--- config.mk ---
export PLATFORM = sky130hd
export DESIGN_NAME = xdma_axi_write_bridge
export DESIGN_NICKNAME = d
export VERILOG_FILES = /design/src/rtl/xdma_axi_write_bridge.sv
export SDC_FILE = /design/constraint.sdc
export NUM_CORES = 1
export LEC_CHECK = 0
export ABC_AREA = 1
export CORE_MARGIN = 1.5
export CORE_UTILIZATION = 50
export CTS_CLUSTER_SIZE = 12
export DETAILED_ROUTE_END_ITERATION = 8
export PLACE_DENSITY_LB_ADDON = 0.3
export SLEW_MARGIN = 25
export SYNTH_ARGS = -nofsm -noshare
export SYNTH_HDL_FRONTEND = slang
export SYNTH_SLANG_ARGS = --single-unit
--- constraint.sdc ---
create_clock -name clk_i -period 10.4 [get_ports clk_i]
set_clock_uncertainty 0.1 [all_clocks]
set_input_delay 1.04 -clock clk_i [delete_from_list [all_inputs] [get_ports clk_i]]
set_output_delay 1.04 -clock clk_i [all_outputs]
set_load 0.005 [all_outputs]
--- src/rtl/xdma_axi_write_bridge.sv ---
// AXI4 write-only slave that turns AW/W bursts into reqrsp write requests.
// AW and W are decoupled by an AW FIFO; B responses are queued in a pending-B FIFO.

package xdma_axi_write_bridge_pkg;

  localparam int unsigned AddrW = 32;
  localparam int unsigned DataW = 64;
  localparam int unsigned StrbW = DataW / 8;
  localparam int unsigned IdW   = 4;

  typedef logic [AddrW-1:0] addr_t;
  typedef logic [DataW-1:0] data_t;
  typedef logic [StrbW-1:0] strb_t;
  typedef logic [IdW-1:0]   axi_id_t;

  typedef struct packed {
    axi_id_t     id;
    addr_t       addr;
    logic [7:0]  len;
    logic [2:0]  size;
    logic [1:0]  burst;
    logic        lock;
    logic [3:0]  cache;
    logic [2:0]  prot;
    logic [3:0]  qos;
    logic [3:0]  region;
    logic [5:0]  atop;
  } axi_aw_t;

  typedef struct packed {
    data_t data;
    strb_t strb;
    logic  last;
  } axi_w_t;

  typedef struct packed {
    axi_id_t    id;
    logic [1:0] resp;
  } axi_b_t;

  typedef struct packed {
    axi_id_t    id;
    addr_t      addr;
    logic [7:0] len;
    logic [2:0] size;
    logic [1:0] burst;
  } axi_ar_t;

  typedef struct packed {
    axi_id_t    id;
    data_t      data;
    logic [1:0] resp;
    logic       last;
  } axi_r_t;

  typedef struct packed {
    axi_aw_t aw;
    logic    aw_valid;
    axi_w_t  w;
    logic    w_valid;
    logic    b_ready;
    axi_ar_t ar;
    logic    ar_valid;
    logic    r_ready;
  } axi_req_t;

  typedef struct packed {
    logic   aw_ready;
    logic   ar_ready;
    logic   w_ready;
    logic   b_valid;
    axi_b_t b;
    logic   r_valid;
    axi_r_t r;
  } axi_resp_t;

  typedef enum logic [3:0] {
    AMONone = 4'h0,
    AMOSwap = 4'h1,
    AMOAdd  = 4'h2,
    AMOAnd  = 4'h3,
    AMOOr   = 4'h4,
    AMOXor  = 4'h5,
    AMOMax  = 4'h6,
    AMOMin  = 4'h7
  } amo_op_e;

  typedef struct packed {
    addr_t      addr;
    logic       write;
    amo_op_e    amo;
    data_t      data;
    strb_t      strb;
    logic [2:0] size;
  } reqrsp_q_t;

  typedef struct packed {
    data_t data;
    logic  error;
  } reqrsp_p_t;

  typedef struct packed {
    reqrsp_q_t q;
    logic      q_valid;
    logic      p_ready;
  } reqrsp_req_t;

  typedef struct packed {
    reqrsp_p_t p;
    logic      p_valid;
    logic      q_ready;
  } reqrsp_rsp_t;

endpackage

module xdma_axi_write_bridge #(
  parameter type axi_in_req_t  = xdma_axi_write_bridge_pkg::axi_req_t,
  parameter type axi_in_resp_t = xdma_axi_write_bridge_pkg::axi_resp_t,
  parameter type data_t        = xdma_axi_write_bridge_pkg::data_t,
  parameter type addr_t        = xdma_axi_write_bridge_pkg::addr_t,
  parameter type axi_id_t      = xdma_axi_write_bridge_pkg::axi_id_t,
  parameter type strb_t        = xdma_axi_write_bridge_pkg::strb_t,
  parameter type reqrsp_req_t  = xdma_axi_write_bridge_pkg::reqrsp_req_t,
  parameter type reqrsp_rsp_t  = xdma_axi_write_bridge_pkg::reqrsp_rsp_t,
  parameter int unsigned AwDepth = 4,
  parameter int unsigned BDepth  = 4
) (
  input  logic         clk_i,
  input  logic         rst_ni,
  output logic         busy_o,
  output logic         last_o,
  input  axi_in_req_t  axi_req_i,
  output axi_in_resp_t axi_rsp_o,
  output reqrsp_req_t  reqrsp_req_o,
  input  reqrsp_rsp_t  reqrsp_rsp_i
);

  localparam int unsigned AddrW  = $bits(addr_t);
  localparam int unsigned AwIdxW = (AwDepth > 1) ? $clog2(AwDepth) : 1;
  localparam int unsigned AwCntW = $clog2(AwDepth + 1);
  localparam int unsigned BIdxW  = (BDepth > 1) ? $clog2(BDepth) : 1;
  localparam int unsigned BCntW  = $clog2(BDepth + 1);

  typedef struct packed {
    addr_t      addr;
    logic [7:0] len;
    logic [2:0] size;
    logic [1:0] burst;
    axi_id_t    id;
    logic [5:0] atop;
    logic       lock;
    logic [3:0] qos;
  } aw_entry_t;

  typedef struct packed {
    axi_id_t    id;
    logic [1:0] resp;
  } b_entry_t;

  aw_entry_t             aw_mem [1 << AwIdxW];
  aw_entry_t             aw_head;
  aw_entry_t             aw_entry;
  logic [AwIdxW-1:0]     aw_wptr_q, aw_rptr_q;
  logic [AwCntW-1:0]     aw_cnt_q;
  logic                  aw_full, aw_empty, aw_push, aw_pop;

  b_entry_t              b_mem [1 << BIdxW];
  b_entry_t              b_head;
  b_entry_t              b_entry;
  logic [BIdxW-1:0]      b_wptr_q, b_rptr_q;
  logic [BCntW-1:0]      b_cnt_q;
  logic                  b_full, b_empty, b_push, b_pop;

  logic                  first_q;
  logic [7:0]            cnt_q;
  addr_t                 addr_q;
  logic [7:0]            beat_cnt;
  addr_t                 beat_addr;
  logic                  beat_last, beat_err, issue, beat_hs;
  addr_t                 nb, base, wrap_mask, next_addr;
  data_t                 w_data;
  strb_t                 w_strb;

  // AW metadata FIFO; head is only visible once registered
  assign aw_full  = (aw_cnt_q == AwCntW'(AwDepth));
  assign aw_empty = (aw_cnt_q == '0);
  assign aw_push  = axi_req_i.aw_valid && !aw_full;
  assign aw_pop   = beat_hs && beat_last;
  assign aw_head  = aw_mem[aw_rptr_q];

  always_comb begin
    aw_entry       = '0;
    aw_entry.addr  = axi_req_i.aw.addr;
    aw_entry.len   = axi_req_i.aw.len;
    aw_entry.size  = axi_req_i.aw.size;
    aw_entry.burst = axi_req_i.aw.burst;
    aw_entry.id    = axi_req_i.aw.id;
    aw_entry.atop  = axi_req_i.aw.atop;
    aw_entry.lock  = axi_req_i.aw.lock;
    aw_entry.qos   = axi_req_i.aw.qos;
  end

  always_ff @(posedge clk_i) begin
    if (aw_push) aw_mem[aw_wptr_q] <= aw_entry;
  end

  always_ff @(posedge clk_i or negedge rst_ni) begin
    if (!rst_ni) begin
      aw_wptr_q <= '0;
      aw_rptr_q <= '0;
      aw_cnt_q  <= '0;
    end else begin
      if (aw_push)
        aw_wptr_q <= (aw_wptr_q == AwIdxW'(AwDepth - 1)) ? '0 : aw_wptr_q + AwIdxW'(1);
      if (aw_pop)
        aw_rptr_q <= (aw_rptr_q == AwIdxW'(AwDepth - 1)) ? '0 : aw_rptr_q + AwIdxW'(1);
      if (aw_push && !aw_pop)      aw_cnt_q <= aw_cnt_q + AwCntW'(1);
      else if (!aw_push && aw_pop) aw_cnt_q <= aw_cnt_q - AwCntW'(1);
    end
  end

  // Beat engine: the first beat of a head takes its fields straight from the FIFO,
  // so the next burst issues the cycle after the previous pop.
  assign beat_cnt  = first_q ? aw_head.len  : cnt_q;
  assign beat_addr = first_q ? aw_head.addr : addr_q;
  assign beat_last = (beat_cnt == 8'd0);
  assign beat_err  = (aw_head.atop != '0) || (aw_head.burst == 2'b11);
  assign issue     = !aw_empty && axi_req_i.w_valid && (!beat_last || !b_full);
  assign beat_hs   = issue && (beat_err || reqrsp_rsp_i.q_ready);

  always_comb begin
    nb        = AddrW'(1) << aw_head.size;
    base      = beat_addr & ~(nb - AddrW'(1));
    wrap_mask = (AddrW'({1'b0, aw_head.len} + 9'd1) << aw_head.size) - AddrW'(1);
    next_addr = base + nb;
    case (aw_head.burst)
      2'b00:   next_addr = beat_addr;
      2'b10:   next_addr = (base & ~wrap_mask) | ((base + nb) & wrap_mask);
      default: next_addr = base + nb;
    endcase
  end

  always_ff @(posedge clk_i or negedge rst_ni) begin
    if (!rst_ni) begin
      first_q <= 1'b1;
      cnt_q   <= 8'd0;
      addr_q  <= '0;
    end else if (beat_hs) begin
      if (beat_last) begin
        first_q <= 1'b1;
        cnt_q   <= 8'd0;
      end else begin
        first_q <= 1'b0;
        cnt_q   <= beat_cnt - 8'd1;
        addr_q  <= next_addr;
      end
    end
  end

  // Pending-B FIFO
  assign b_full   = (b_cnt_q == BCntW'(BDepth));
  assign b_empty  = (b_cnt_q == '0);
  assign b_push   = aw_pop;
  assign b_pop    = axi_req_i.b_ready && !b_empty;
  assign b_head   = b_mem[b_rptr_q];
  assign b_entry  = '{id: aw_head.id, resp: (beat_err ? 2'b10 : 2'b00)};

  always_ff @(posedge clk_i) begin
    if (b_push) b_mem[b_wptr_q] <= b_entry;
  end

  always_ff @(posedge clk_i or negedge rst_ni) begin
    if (!rst_ni) begin
      b_wptr_q <= '0;
      b_rptr_q <= '0;
      b_cnt_q  <= '0;
    end else begin
      if (b_push)
        b_wptr_q <= (b_wptr_q == BIdxW'(BDepth - 1)) ? '0 : b_wptr_q + BIdxW'(1);
      if (b_pop)
        b_rptr_q <= (b_rptr_q == BIdxW'(BDepth - 1)) ? '0 : b_rptr_q + BIdxW'(1);
      if (b_push && !b_pop)      b_cnt_q <= b_cnt_q + BCntW'(1);
      else if (!b_push && b_pop) b_cnt_q <= b_cnt_q - BCntW'(1);
    end
  end

  assign w_data = axi_req_i.w.data;
  assign w_strb = axi_req_i.w.strb;

  // Channel outputs
  always_comb begin
    axi_rsp_o          = '0;
    axi_rsp_o.aw_ready = !aw_full;
    axi_rsp_o.w_ready  = beat_hs;
    axi_rsp_o.b_valid  = !b_empty;
    axi_rsp_o.b.id     = b_head.id;
    axi_rsp_o.b.resp   = b_head.resp;

    reqrsp_req_o         = '0;
    reqrsp_req_o.q_valid = issue && !beat_err;
    reqrsp_req_o.q.addr  = beat_addr;
    reqrsp_req_o.q.write = 1'b1;
    reqrsp_req_o.q.amo   = xdma_axi_write_bridge_pkg::AMONone;
    reqrsp_req_o.q.data  = w_data;
    reqrsp_req_o.q.strb  = w_strb;
    reqrsp_req_o.q.size  = aw_head.size;
    reqrsp_req_o.p_ready = 1'b1;
  end

  assign last_o = !aw_empty && beat_last;
  assign busy_o = axi_req_i.aw_valid | axi_req_i.w_valid | !aw_empty | !b_empty;

  logic unused;
  assign unused = ^{axi_req_i.ar, axi_req_i.ar_valid, axi_req_i.r_ready, axi_req_i.w.last,
                    axi_req_i.aw.cache, axi_req_i.aw.prot, axi_req_i.aw.region,
                    aw_head.lock, aw_head.qos, reqrsp_rsp_i.p, reqrsp_rsp_i.p_valid};

endmodule

Word level (Yosys, flattened, before mapping)
Memory sizes are Yosys's and may differ from the RTL's.
Cells that the tools add are included.

operators by class
  shift-type cells = 2
  equal/unequal tests = 8
  bitwise logic cells = 10
  reduce and logical (&&, ||, !) cells = 32
  muxes and demuxes = 18
  $add $sub $neg = 13

operators by type and width
  operator                                                               count
  32-bit bitwise AND                                                     3
  32-bit NOT                                                             2
  32-bit case mux with 2 select lines                                    1
  32-bit by 1-bit subtractor with 32-bit output (second input constant)  2
  32-bit adder                                                           1
  32-bit 2-to-1 mux                                                      1
  32-bit OR                                                              1
  1-bit by 3-bit left shift with 32-bit output (first input constant)    1
  9-bit by 3-bit left shift with 32-bit output                           1
  8-bit 2-to-1 mux                                                       2
  2-bit == test (second input constant)                                  6
  1-bit logical AND                                                      12
  3-bit 2-to-1 mux                                                       4
  2-bit 2-to-1 mux                                                       5
  8-bit by 1-bit adder with 9-bit output (second input constant)         1
  1-bit logical NOT                                                      9
  2-bit by 1-bit adder with 2-bit output (second input constant)         4
  8-bit logical NOT                                                      1
  8-bit by 1-bit subtractor with 8-bit output (second input constant)    1
  3-bit by 1-bit adder with 3-bit output (second input constant)         2
  3-bit == test (second input constant)                                  2
  3-bit logical NOT                                                      2
  6-bit nonzero test                                                     1
  3-bit by 1-bit subtractor with 3-bit output (second input constant)    2
  7 further kinds                                                        16

storage, ports and cells
  memory bits (writable) = 264
  bits of input ports = 267
  memories kept = 2
  logic and storage cells = 94
  register bits after elaboration = 55

memories
  memory  depth  width  rd ports  clocked after Yosys merged registers in  write ports  RTL line  source
  aw_mem  4      60     1         0                                        1            160       aw_entry_t aw_mem [1 << AwIdxW];
  b_mem   4      6      1         0                                        1            167       b_entry_t b_mem [1 << BIdxW];

Longest topological paths before layout
Gate-level depths: netlist (run 1).
An unclocked memory read counts as a cell.

  word-level depth = 12
  depth in mapped cells = 31
  depth with buffers taken out = 30

Least setup slack after synthesis (run 1)
Ideal clock, no wire load.

  path type = input -> register
  start point = input axi_req_i[126] (netlist name)
  end point = memory aw_mem[0][10] (netlist name) (enable)
  buffers on the path = 0
  data required time = 9.832 ns
  library setup time = 0.468 ns
  slack = 6.377 ns
  stages on the path = 2
  arrival time = 3.455 ns
  cells stage by stage = nand2_1 -> nor2_1

between the ends
  longest elaborated chain between the ends = 3

RTL lines
  item                                    RTL line  source
  from (decl)                             132       input axi_in_req_t axi_req_i,
  1-bit logical AND                       187       assign aw_push = axi_req_i.aw_valid && !aw_full;
  1-bit 2-to-1 mux                        204       if (aw_push) aw_mem[aw_wptr_q] <= aw_entry;
  1-bit 2-to-1 mux (implied by the code)  204
  to (decl)                               160

No other way between the ends.

Worst setup path in the final report (run 1)
  start point = register aw_rptr_q[0]
  end point = register addr_q[13]

between the ends
  longest elaborated chain between the ends = 9
  elaborated cells on any way between the ends = 29

RTL lines
  item                                           RTL line  source
  from (decl)                                    163       logic [AwIdxW-1:0] aw_wptr_q, aw_rptr_q;
  from (signal assigned)                         216       aw_rptr_q <= (aw_rptr_q == AwIdxW'(AwDepth - 1)) ? '0 : aw_rptr_q + AwIdxW'(1);
  memory read 4 x 60 bit (*)                     -
  1-bit by 3-bit left shift with 32-bit output   232       nb = AddrW'(1) << aw_head.size;
  32-bit by 1-bit subtractor with 32-bit output  233       base = beat_addr & ~(nb - AddrW'(1));
  32-bit NOT                                     233
  32-bit bitwise AND                             233
  32-bit adder                                   238, 239
  32-bit bitwise AND                             238       2'b10: next_addr = (base & ~wrap_mask) | ((base + nb) & wrap_mask);
  32-bit OR                                      238
  32-bit case mux with 2 select lines            236       case (aw_head.burst)
  to (signal assigned)                           255       addr_q <= next_addr;
  to (decl)                                      176       addr_t addr_q;

Every way passes the cells marked *; elsewhere a longest branch is shown, timed or not.
A chain may end at the register's enable or synchronous reset.

==> results of run 1 <==
==> final timing paths <==
| check | slack, ps | end | depth (start not counted) |
|---|---|---|---|
| worst max-delay path | 4630 | addr_q[13] | 27 |
| max in group asynchronous | 9020 | aw_rptr_q[0] | 2 |
| min in group asynchronous | 540 | addr_q[20] | 2 |
| worst max register to register | 4630 | addr_q[13] | 27 |
| worst min register to register | 390 | cnt_q[0] | 2 |
| worst min-delay path | 390 | cnt_q[0] | 2 |
==> state kept, by name, indices dropped and copies added, names as in the netlist <==
register / cells
addr_q: 32
aw_cnt_q: 3
aw_mem: 220
aw_rptr_q: 2
aw_wptr_q: 2
b_cnt_q: 3
b_mem: 20
b_rptr_q: 2
b_wptr_q: 2
cnt_q: 8
first_q: 1
==> cell usage in the layout (no fill, tap or decap), drive strengths merged, types with 6 or more instances in the layout <==
master / count
edfxtp: 240
nor3: 12
clkinv: 6
o22ai: 37
nand4: 8
nand3: 141
o21ai: 187
conb: 80
nand2: 437
xor2: 29
clkdlybuf4s50: 105
ha: 23
clkbuf: 50
inv: 187
buf: 11
nor2: 206
a21oi: 48
xnor2: 8
a21boi: 19
o21a: 7
dfrtp: 54
o211ai: 10
==> power by group through the flow <==
stage | sequential, mW | combinational (mW) | clock (mW)
finish | 1.74 | 3.71 | 1.01
global placement | 1.75 | 3.61 | 0
floorplan | 1.70 | 2.79 | 0
global route | 1.76 | 4.13 | 1.07
CTS | 1.74 | 3.70 | 1.02
detailed placement | 1.76 | 3.68 | 0
==> stage by stage <==
step	util, %	power (mW)	setup slack [ps]
final	55.0	6.45	4630
after global routing	54.9	6.96	4130
after CTS	54.9	6.46	4650
after detailed placement	52.2	5.43	4720
after global placement	52.2	5.36	4780
after floorplan	-	4.49	6380
==> cell type report <==
cell class,count,area share [%]
repair buffers,116,6.11
multi-input cells,1279,35.6
inverters,189,3.91
clock buffers,50,4.63
diodes,1,0.0135
flip-flops and latches,295,46.4
well taps,448,3.03
clock inverters,6,0.311
==> cells by family (layout without fill, tap and decap cells) <==
group,after synthesis,in the layout,share of synthesized area [%]
mux,2,2,0.131
other cells,2,81,0.0436
buf+inv,412,361,13.7
simple gates,814,814,21.7
xor+xnor,37,37,1.88
flops,295,295,49.8
fa+ha+maj,26,26,2.02
compound gates,320,320,10.7
==> routing by layer <==
metal	vias up	track usage, %	wire length [um]
met5	-	0	0
met4	0	6.29	969
met3	64	4.69	3420
met2	505	41.2	21100
met1	5872	30.8	17600
li1	6144	-	-
==> critical path, cell delays in order (launching register included) <==
cell	delay [ps]
dfrtp_4	800
inv_8	310
nand2_1	150
nand3_1	80
nand2_1	660
inv_2	350
nor2_2	300
inv_1	100
ha_1	230
inv_1	250
xor2_1	190
inv_1	60
nor2_1	90
ha_1	290
a21oi_1	220
nand2_1	100
nand2_1	90
nand2_1	80
nand2_1	110
inv_1	80
nand2_2	80
nand2_1	120
xor2_1	310
nand3_1	120
nand3_1	140
nand2_1	70
nand2_1	60
nand2_1	50
==> metrics.yaml, run 1 <==
logic_synthesis:
  synth_common_cells: "nand2_1 (402), edfxtp_1 (240), nor2_1 (172)"
  synth_seq_area_share_pct: 49.8
  synth_edf_count: 240
  ys_async_sr_fraction_pct: 18.6
  yosysMostFrequentCell: "nand2_1"
  syn_inst: 1908
  yosysWarnings: 0
  synth_seq_cells: 295
  ys_top_cells_by_area: "edfxtp_1 (42%), nand2_1 (8.8%), dfrtp_1 (7.8%)"
  yosys.cell_types.count: 53
  netlist.area_leader.share_pct: 41.8
  synth.largest_area_cell: "edfxtp_1"
  syn_area_sq_mm: 0.0172
  syn_area_per_cell_sq_um: 9.03
  synth_ff_type: "edfxtp_1"
pwr:
  p_per_area_mw_per_mm2: 348
  power_switching_share_pct: 47.7
  vdd_drop_max_uv: 167
  p_int_mw: 3.37
  p_switching_mw: 3.08
  combPwrFrac_pct: 57.5
  seqPwrFrac_pct: 26.9
  clockPowerShare_pct: 15.6
  leakage_nw: 7.57
timing:
  holdWs_ps: 389
  fmax_mhz: 173
  hold_violations: 0
  slew_headroom_pct: 42.5
  drv_slew: 0
  period_share_pct: 55.4
  finalSetupTns_ps: 0
  rsz0062_at_grt: "no"
  finalSetupViolCount: 0
  tightest_slew_ps: 860
  period_needed_ps: 5770
layout:
  layout-drive-gt1-share_pct: 10.2
  syn2layout_area_growth_pct: 7.53
  fillers: 2971
  fin_cells: 2384
  design_area_sq_mm: 0.0185
  seqCellArea_sq_mm: 0.00859
  multi_input_area_sq_mm: 0.00660
  nets: 2204
die:
  pin_count: 465
  start_util_pct: 51.1
  die_w_um: 189
  core_area_sq_mm: 0.0337
  fp.dieArea_sq_mm: 0.0356
  die_h_um: 189
  rows: 67
clock_network:
  ctsHoldBuffers: 0
  cts.htree.levels: 1
  clock-sinks: 295
  ctsResizeCount: 0
  cts_root_buf: "clkbuf_16"
  cts_made_buffers: 30
  postCtsSetupBuffers: 0
  insertion_delay_ps: 550
  clkTransAtPathRegs_ps: 60
  cts_tree: "built"
  clockBufferDepth: 3
global_routing:
  grt_pass1_wl_mm: 66.5
  grtUsageTotal_pct: 23.9
  grt_max_degree: 101
  first_global_vias: 11810
  grt_remaining_overflow: 0
  antenna_found_initial: 1
placement:
  dp_hpwl_mm: 30.7
  routabilityCongestion: 0.916
  dp_cells: 2327
  numPortBuffers: 106
  place_area_sq_mm: 0.0176
route:
  routed_wl_mm: 43.1
  dr_total_vias: 12585
  first_pass_iters: 6
  drc: 0
  via_per_inst: 5.28
  routedWlPerCell_um: 18.1
  final_antenna_net_count: 0
  dr.first_iter.drc_count: 1084
worst_setup_path:
  timing.rr.start: "aw_rptr_q[0]"
  crit_type: "reg -> reg"
  cp-end-kind: "flop"
  cp.arrival_ps: 6110
  cp.required_ps: 10740
  cp_max_fo: 100
  timing.critical_path.from: "aw_rptr_q[0]"
  cp-start-kind: "flop"
min_path:
  min_from: "cnt_q[0]"
  hold_path.class: "reg -> reg"
run_status:
  outcome: "finished, final reports clean"
flow_run:
  maxCapViolations: 0
(Power assumes the default switching activity.)
==> run 2: changes to the inputs <==
--- a/config.mk
+++ b/config.mk
@@ -7,7 +7,7 @@
 export LEC_CHECK = 0
 export ABC_AREA = 1
 export CORE_MARGIN = 1.5
-export CORE_UTILIZATION = 50
+export CORE_UTILIZATION = 45
 export CTS_CLUSTER_SIZE = 12
 export DETAILED_ROUTE_END_ITERATION = 8
 export PLACE_DENSITY_LB_ADDON = 0.3
==> constraint.sdc (replaced) <==
create_clock -name clk_i -period 4.83 [get_ports clk_i]
set_clock_uncertainty 0.1 [all_clocks]
set_input_delay 0.483 -clock clk_i [delete_from_list [all_inputs] [get_ports clk_i]]
set_output_delay 0.483 -clock clk_i [all_outputs]
set_load 0.005 [all_outputs]
==> run 2 against run 1 <==
  * Setup slack got worse by 4200 ps
  * Via count fell by 0.10%
  * Final area rose by 1.3%
  * Utilization fell by 5.1 points
  * Clock power rose by 120%
  * Fmax rose by 33%
  * Register-to-register slack got worse by 4200 ps
  * Largest cell class unchanged
  * Non-clock buffer count rose by 19
  * Critical endpoint is now addr_q[26]
  * Routed wire length rose by 1.3%
==> metrics.yaml, run 2 (same netlist as run 1, synthesis figures left out) <==
timing:
  fmax_mhz: 230  # was 173 MHz
  drv_slew: 0  # unchanged
  hold_violations: 0  # unchanged
  slew_headroom_pct: 37.3  # was 42.5%
  worst_slack_ps: 479  # was 4630 ps
  finalSetupTns_ps: 0  # unchanged
  period_share_pct: 90.1  # was 55.4%
  finalSetupViolCount: 0  # unchanged
  tightest_slew_ps: 938  # was 860 ps
  rsz0062_at_grt: "no"  # unchanged
  period_needed_ps: 4350  # was 5770 ps
  holdWs_ps: 189  # was 389 ps
layout:
  largest_reg_flops: 220  # unchanged
  fin_util_pct: 49.8  # was 55.0%
  syn2layout_area_growth_pct: 8.98  # was 7.53%
  layout-drive-gt1-share_pct: 11.0  # was 10.2%
  layout_common_cells: "nand2_1 (402), edfxtp_1 (240), nor2_1 (168), inv_1 (155), nand3_1 (123)"  # unchanged
  fin_cells: 2466  # was 2384
  final_common_cell: "nand2_1"  # unchanged
  seqCellArea_sq_mm: 0.00859  # unchanged
  nets: 2223  # was 2204
  multi_input_area_sq_mm: 0.00660  # unchanged
  design_area_sq_mm: 0.0188  # was 0.0185 sq mm
  regMostFlops: "aw_mem"  # unchanged
  fillers: 3427  # was 2971
  top_regs: "aw_mem (220), addr_q (32), b_mem (20)"  # unchanged
global_routing:
  grt_max_degree: 50  # was 101
  grt_remaining_overflow: 0  # unchanged
  antenna_found_initial: 1  # unchanged
  grtUsageTotal_pct: 22.2  # was 23.9%
  first_global_vias: 11889  # was 11810
  grt_pass1_wl_mm: 67.2  # was 66.5 mm
route:
  dr.first_iter.drc_count: 842  # was 1084
  dr_wl_met2_mm: 21.4  # was 21.1 mm
  first_pass_iters: 7  # was 6
  via_per_inst: 5.10  # was 5.28
  top_layer_used: "met4"  # unchanged
  routed_wl_mm: 43.7  # was 43.1 mm
  dr_total_vias: 12572  # was 12585
  dr_wl_met3_mm: 3.53  # was 3.42 mm
  routedWlPerCell_um: 17.7  # was 18.1 um
  drc: 0  # unchanged
  routedLengthMet1_mm: 17.4  # was 17.6 mm
  final_antenna_net_count: 0  # unchanged
clock_network:
  clkTransAtPathRegs_ps: 60  # about the same
  clockBufferDepth: 3  # unchanged
  clock-sinks: 295  # unchanged
  cts_made_buffers: 30  # unchanged
  cts_tree: "built"  # unchanged
  cts.htree.levels: 1  # unchanged
  insertion_delay_ps: 580  # was 550 ps
  cts_root_buf: "clkbuf_16"  # unchanged
placement:
  routabilityCongestion: 0.986  # was 0.916
  dp_hpwl_mm: 32.0  # was 30.7 mm
  dp_cells: 2408  # was 2327
  place_area_sq_mm: 0.0178  # was 0.0176 sq mm
  dp_slack_ps: 449  # was 4720 ps
  numPortBuffers: 106  # unchanged
worst_setup_path:
  rrSetupSlack_ps: 480  # was 4630 ps
  cp.required_ps: 5230  # was 10740 ps
  cp-start-kind: "flop"  # unchanged
  crit_type: "reg -> reg"  # unchanged
  cp-end-kind: "flop"  # unchanged
  cp_max_fo: 30  # was 100
  cp.arrival_ps: 4750  # was 6110 ps
pwr:
  p_int_mw: 7.41  # was 3.37 mW
  leakage_nw: 7.67  # was 7.57 nW
  power_mw: 14.1  # was 6.45 mW
  vdd_drop_max_uv: 328  # was 167 uV
  combPwrFrac_pct: 57.8  # was 57.5%
  power_switching_share_pct: 47.2  # was 47.7%
  p_per_area_mw_per_mm2: 749  # was 348 mW/mm^2
  clockPowerShare_pct: 15.8  # was 15.6%
  seqPwrFrac_pct: 26.4  # was 26.9%
  p_switching_mw: 6.64  # was 3.08 mW
die:
  fp.dieArea_sq_mm: 0.0395  # was 0.0356 sq mm
  die_w_um: 199  # was 189 um
  rows: 71  # was 67
  start_util_pct: 45.7  # was 51.1%
  pin_count: 465  # unchanged
  core_area_sq_mm: 0.0377  # was 0.0337 sq mm
  die_h_um: 199  # was 189 um
flow_run:
  maxCapViolations: 0  # unchanged
min_path:
  hold_path.class: "in -> async"  # was reg -> reg
run_status:
  outcome: "finished, final reports clean"  # unchanged
==> run 2: layout make-up <==
type	instances	share of cell area [%]
Multi-Input combinational cell	1279	35.1
Inverter	189	3.86
Antenna cell	1	0.0133
Timing Repair Buffer	135	6.80
Sequential cell	295	45.8
Clock inverter	6	0.500
Clock buffer	50	4.51
Tap cell	511	3.41
==> run 2: layer usage <==
layer | track usage, % | vias up
met1 | 27.0 | 5839
met4 | 7.69 | 0
met5 | 0 | -
met2 | 38.9 | 464
met3 | 4.53 | 82
li1 | - | 6187
==> run 2: worst paths after layout <==
| kind | from | to | depth (start not counted) |
|---|---|---|---|
| max in group asynchronous | rst_ni | aw_rptr_q[0] | 3 |
| max reg2reg | aw_rptr_q[0] | addr_q[26] | 24 |
| min in group clk_i | addr_q[3] | addr_q[3] | 2 |
| min | rst_ni | addr_q[6] | 2 |
| max | aw_rptr_q[0] | addr_q[26] | 24 |
| min reg2reg | addr_q[3] | addr_q[3] | 2 |
==> run 2: repair_timing <==
action                    in CTS  in global routing
hold endpoints to repair       8                  0
hold buffers                   1                  0
setup buffers                  0                  0
resized for setup              0                  0
==> run 2: power groups by stage <==
| stage | Combinational, mW | Sequential [mW] | Clock (mW) |
|---|---|---|---|
| 6_report | 8.12 | 3.71 | 2.22 |
| 5_1_grt | 9.07 | 3.77 | 2.35 |
| 4_1_cts | 8.12 | 3.71 | 2.26 |
| 3_5_place_dp | 8.07 | 3.76 | 0 |
| 3_3_place_gp | 7.95 | 3.74 | 0 |
| 2_1_floorplan | 6.01 | 3.66 | 0 |
==> run 2: worst max-delay path, stage by stage (launching register included) <==
cell and delay [ps]:
dfrtp_4 640, inv_8 220, nand2_1 90, nand2_1 80, nand2_1 60, nand2_2 120, nand2_4 90, nor2_1 170
inv_1 110, ha_1 290, inv_1 30, nor2_1 150, inv_1 90, fa_1 440, inv_1 100, a21oi_1 70
o21ai_1 410, nand3_1 130, nand3_1 240, nand3_1 140, xor2_1 200, inv_1 60, nand2_1 60, nand3_1 60
a21boi_1 150
==> run 3: changes to the inputs <==
--- a/config.mk
+++ b/config.mk
@@ -7,7 +7,7 @@
 export LEC_CHECK = 0
 export ABC_AREA = 1
 export CORE_MARGIN = 1.5
-export CORE_UTILIZATION = 45
+export CORE_UTILIZATION = 41
 export CTS_CLUSTER_SIZE = 12
 export DETAILED_ROUTE_END_ITERATION = 8
 export PLACE_DENSITY_LB_ADDON = 0.3
==> run 3 against run 2 <==
  * Die area rose by 9.6%
  * Highest routed layer is now met5
  * Flip-flop and latch count did not move
  * Worst hold slack improved by 160 ps
  * Sequential share of layout area fell by 0.24 points
  * Setup slack got worse by 55 ps
  * Via count barely moved
  * Routed wire length rose by 1.2%
  * Utilization fell by 3.9 points
  * Register-to-register slack got worse by 50 ps
  * Global-route usage fell by 2.0 points
  * Clock power rose by 5%
  * Critical endpoint unchanged
==> metrics.yaml, run 3 (same netlist as run 1, synthesis figures left out) <==
run_status:
  outcome: "finished, final reports clean"  # unchanged
layout:
  nets: 2225  # was 2223
  regMostFlops: "aw_mem"  # unchanged
  largest_reg_flops: 220  # unchanged
  syn2layout_area_growth_pct: 9.55  # was 8.98%
  design_area_sq_mm: 0.0189  # was 0.0188 sq mm
  layout_common_cells: "nand2_1 (402), edfxtp_1 (240), nor2_1 (168), inv_1 (154), nand3_1 (123)"  # was nand2_1 (402), edfxtp_1 (240), nor2_1 (168), inv_1 (155), nand3_1 (123)
  fin_cells: 2491  # was 2466
  layout-drive-gt1-share_pct: 11.2  # was 11.0%
  top_regs: "aw_mem (220), addr_q (32), b_mem (20)"  # unchanged
  final_common_cell: "nand2_1"  # unchanged
placement:
  routabilityCongestion: 0.964  # was 0.986
  dp_hpwl_mm: 32.1  # was 32.0 mm
  numPortBuffers: 106  # unchanged
  dp_cells: 2430  # was 2408
  place_area_sq_mm: 0.0178  # about the same
clock_network:
  clock-sinks: 295  # unchanged
  clkTransAtPathRegs_ps: 60  # about the same
  cts_root_buf: "clkbuf_16"  # unchanged
  postCtsSetupBuffers: 0  # unchanged
  cts_tree: "built"  # unchanged
  cts.htree.levels: 1  # unchanged
  cts_made_buffers: 31  # was 30
  clockBufferDepth: 3  # unchanged
  insertion_delay_ps: 570  # was 580 ps
global_routing:
  grtUsageTotal_pct: 20.2  # was 22.2%
  grt_pass1_wl_mm: 68.4  # was 67.2 mm
  grt_max_degree: 76  # was 50
  first_global_vias: 12016  # was 11889
  grt_remaining_overflow: 0  # unchanged
  antenna_found_initial: 5  # was 1
worst_setup_path:
  cp-start-kind: "flop"  # unchanged
  crit_type: "reg -> reg"  # unchanged
  r2r_cells: 20  # was 24
  cpMaxStageDelayCell: "dfrtp_4"  # unchanged
  cp.arrival_ps: 4800  # was 4750 ps
  cp.required_ps: 5220  # was 5230 ps
  cp_max_fo: 41  # was 30
  crit_path_cell_trace: "inv_8 > buf_4 > buf_4 > nor2_1 > o22ai_1 > nand2_1 > o21ai_0 > inv_1 > nor2_1 > ha_1 > a21oi_1 > inv_1 > nand2_1 > nand3_1 > nand3_1 > xor2_1 > inv_1 > nand2_1 > nand3_1 > a21boi_1"  # was inv_8 > nand2_1 > nand2_1 > nand2_1 > nand2_2 > nand2_4 > nor2_1 > inv_1 > ha_1 > inv_1 > nor2_1 > inv_1 > fa_1 > inv_1 > a21oi_1 > o21ai_1 > nand3_1 > nand3_1 > nand3_1 > xor2_1 > inv_1 > nand2_1 > nand3_1 > a21boi_1
  cp-end-kind: "flop"  # unchanged
  critPathMaxStageDelay_ps: 580  # was 640 ps
route:
  routedLengthMet1_mm: 18.4  # was 17.4 mm
  routedWlPerCell_um: 17.7  # about the same
  first_pass_iters: 5  # was 7
  drc: 0  # unchanged
  dr.first_iter.drc_count: 755  # was 842
  dr_wl_met3_mm: 2.99  # was 3.53 mm
  dr_total_vias: 12563  # was 12572
  routed_wl_mm: 44.2  # was 43.7 mm
  final_antenna_net_count: 0  # unchanged
  dr_wl_met2_mm: 21.2  # was 21.4 mm
  via_per_inst: 5.04  # was 5.10
  top_layer_used: "met5"  # was met4
pwr:
  vdd_drop_max_uv: 360  # was 328 uV
  leakage_nw: 7.71  # was 7.67 nW
  p_per_area_mw_per_mm2: 752  # was 749 mW/mm^2
  power_mw: 14.2  # was 14.1 mW
timing:
  period_share_pct: 91.2  # was 90.1%
  tightest_slew_ps: 966  # was 938 ps
  finalSetupTns_ps: 0  # unchanged
  drv_slew: 0  # unchanged
  period_needed_ps: 4410  # was 4350 ps
  rsz0062_at_grt: "no"  # unchanged
  slew_headroom_pct: 35.4  # was 37.3%
  fmax_mhz: 227  # was 230 MHz
  hold_violations: 0  # unchanged
  finalSetupViolCount: 0  # unchanged
die:
  die_w_um: 208  # was 199 um
  rows: 74  # was 71
  start_util_pct: 41.9  # was 45.7%
  core_area_sq_mm: 0.0411  # was 0.0377 sq mm
  fp.dieArea_sq_mm: 0.0432  # was 0.0395 sq mm
  die_h_um: 208  # was 199 um
  pin_count: 465  # unchanged
min_path:
  hold_path.class: "in -> async"  # unchanged
flow_run:
  maxCapViolations: 0  # unchanged
## run 3: cell count changes in the layout (fill, tap and decap cells not counted)
cell	before	now
clkbuf_16	30	31
inv_6	1	3
clkinvlp_4	1	0
xor2_2	0	1
inv_1	155	154
clkinv_8	1	0
buf_6	0	1
diode_2	1	3
xor2_1	29	28
clkbuf_1	18	17
buf_2	1	0
inv_2	29	30
buf_4	28	29
bufinv_16	2	3
## run 3: worst max-delay path, delay by kind of cell, from the launching register on
family | cells | cell delay, ps
AND/OR/NAND/NOR | 8 | 980
buffers and inverters | 6 | 1260
flip-flops | 1 | 580
XOR/XNOR | 1 | 200
AO/OA/AOI/OAI | 4 | 890
adder cells (fa/ha/maj) | 1 | 270
## run 3: routing by layer
layer | GRT usage (%) | vias up
met5 | 0 | -
met4 | 7.85 | 2
met3 | 4.15 | 109
met2 | 34.7 | 397
met1 | 24.9 | 5872
li1 | - | 6183
## run 3: layout make-up
| type | instances | area (sq um) |
|---|---|---|
| diodes | 3 | 7.51 |
| clock buffers | 50 | 867 |
| clock inverters | 7 | 118 |
| fillers | 3906 | 22200 |
| inverters | 189 | 724 |
| multi-input cells | 1279 | 6600 |
| flip-flops and latches | 295 | 8590 |
| well taps | 532 | 666 |
| repair buffers | 136 | 1290 |
## run 3: power breakdown
group          internal [mW]  leakage (nW)  switching, mW
clock                   1.38         0.476          0.958
combinational           2.68          4.40           5.51
sequential              3.45          2.83          0.216
total                   7.50          7.71           6.68
## run 3: path summary, 6_finish.rpt
kind | start | to | slack, ps
worst max-delay path | aw_rptr_q[0] | addr_q[26] | 420
worst min-delay path | rst_ni | b_wptr_q[1] | 340
worst max register to register | aw_rptr_q[0] | addr_q[26] | 420
worst min register to register | cnt_q[7] | cnt_q[7] | 380
max in group asynchronous | rst_ni | addr_q[21] | 3560
min in group clk_i | cnt_q[7] | cnt_q[7] | 380
## run 3: through the flow
stage	hold WS, ps	util (%)	setup WS, ps
after global placement	364	43.4	491
after global routing	389	45.9	30.9
after floorplan	87.4	-	1150
after detailed placement	373	43.4	451
after CTS	388	45.8	403
final	344	45.9	425
## run 3: repair_timing
item / CTS / global route
endpoints found under the setup margin: 0 / 2
resized for setup: 0 / 3
hold endpoints to repair: 35 / 0
hold buffers: 1 / 0
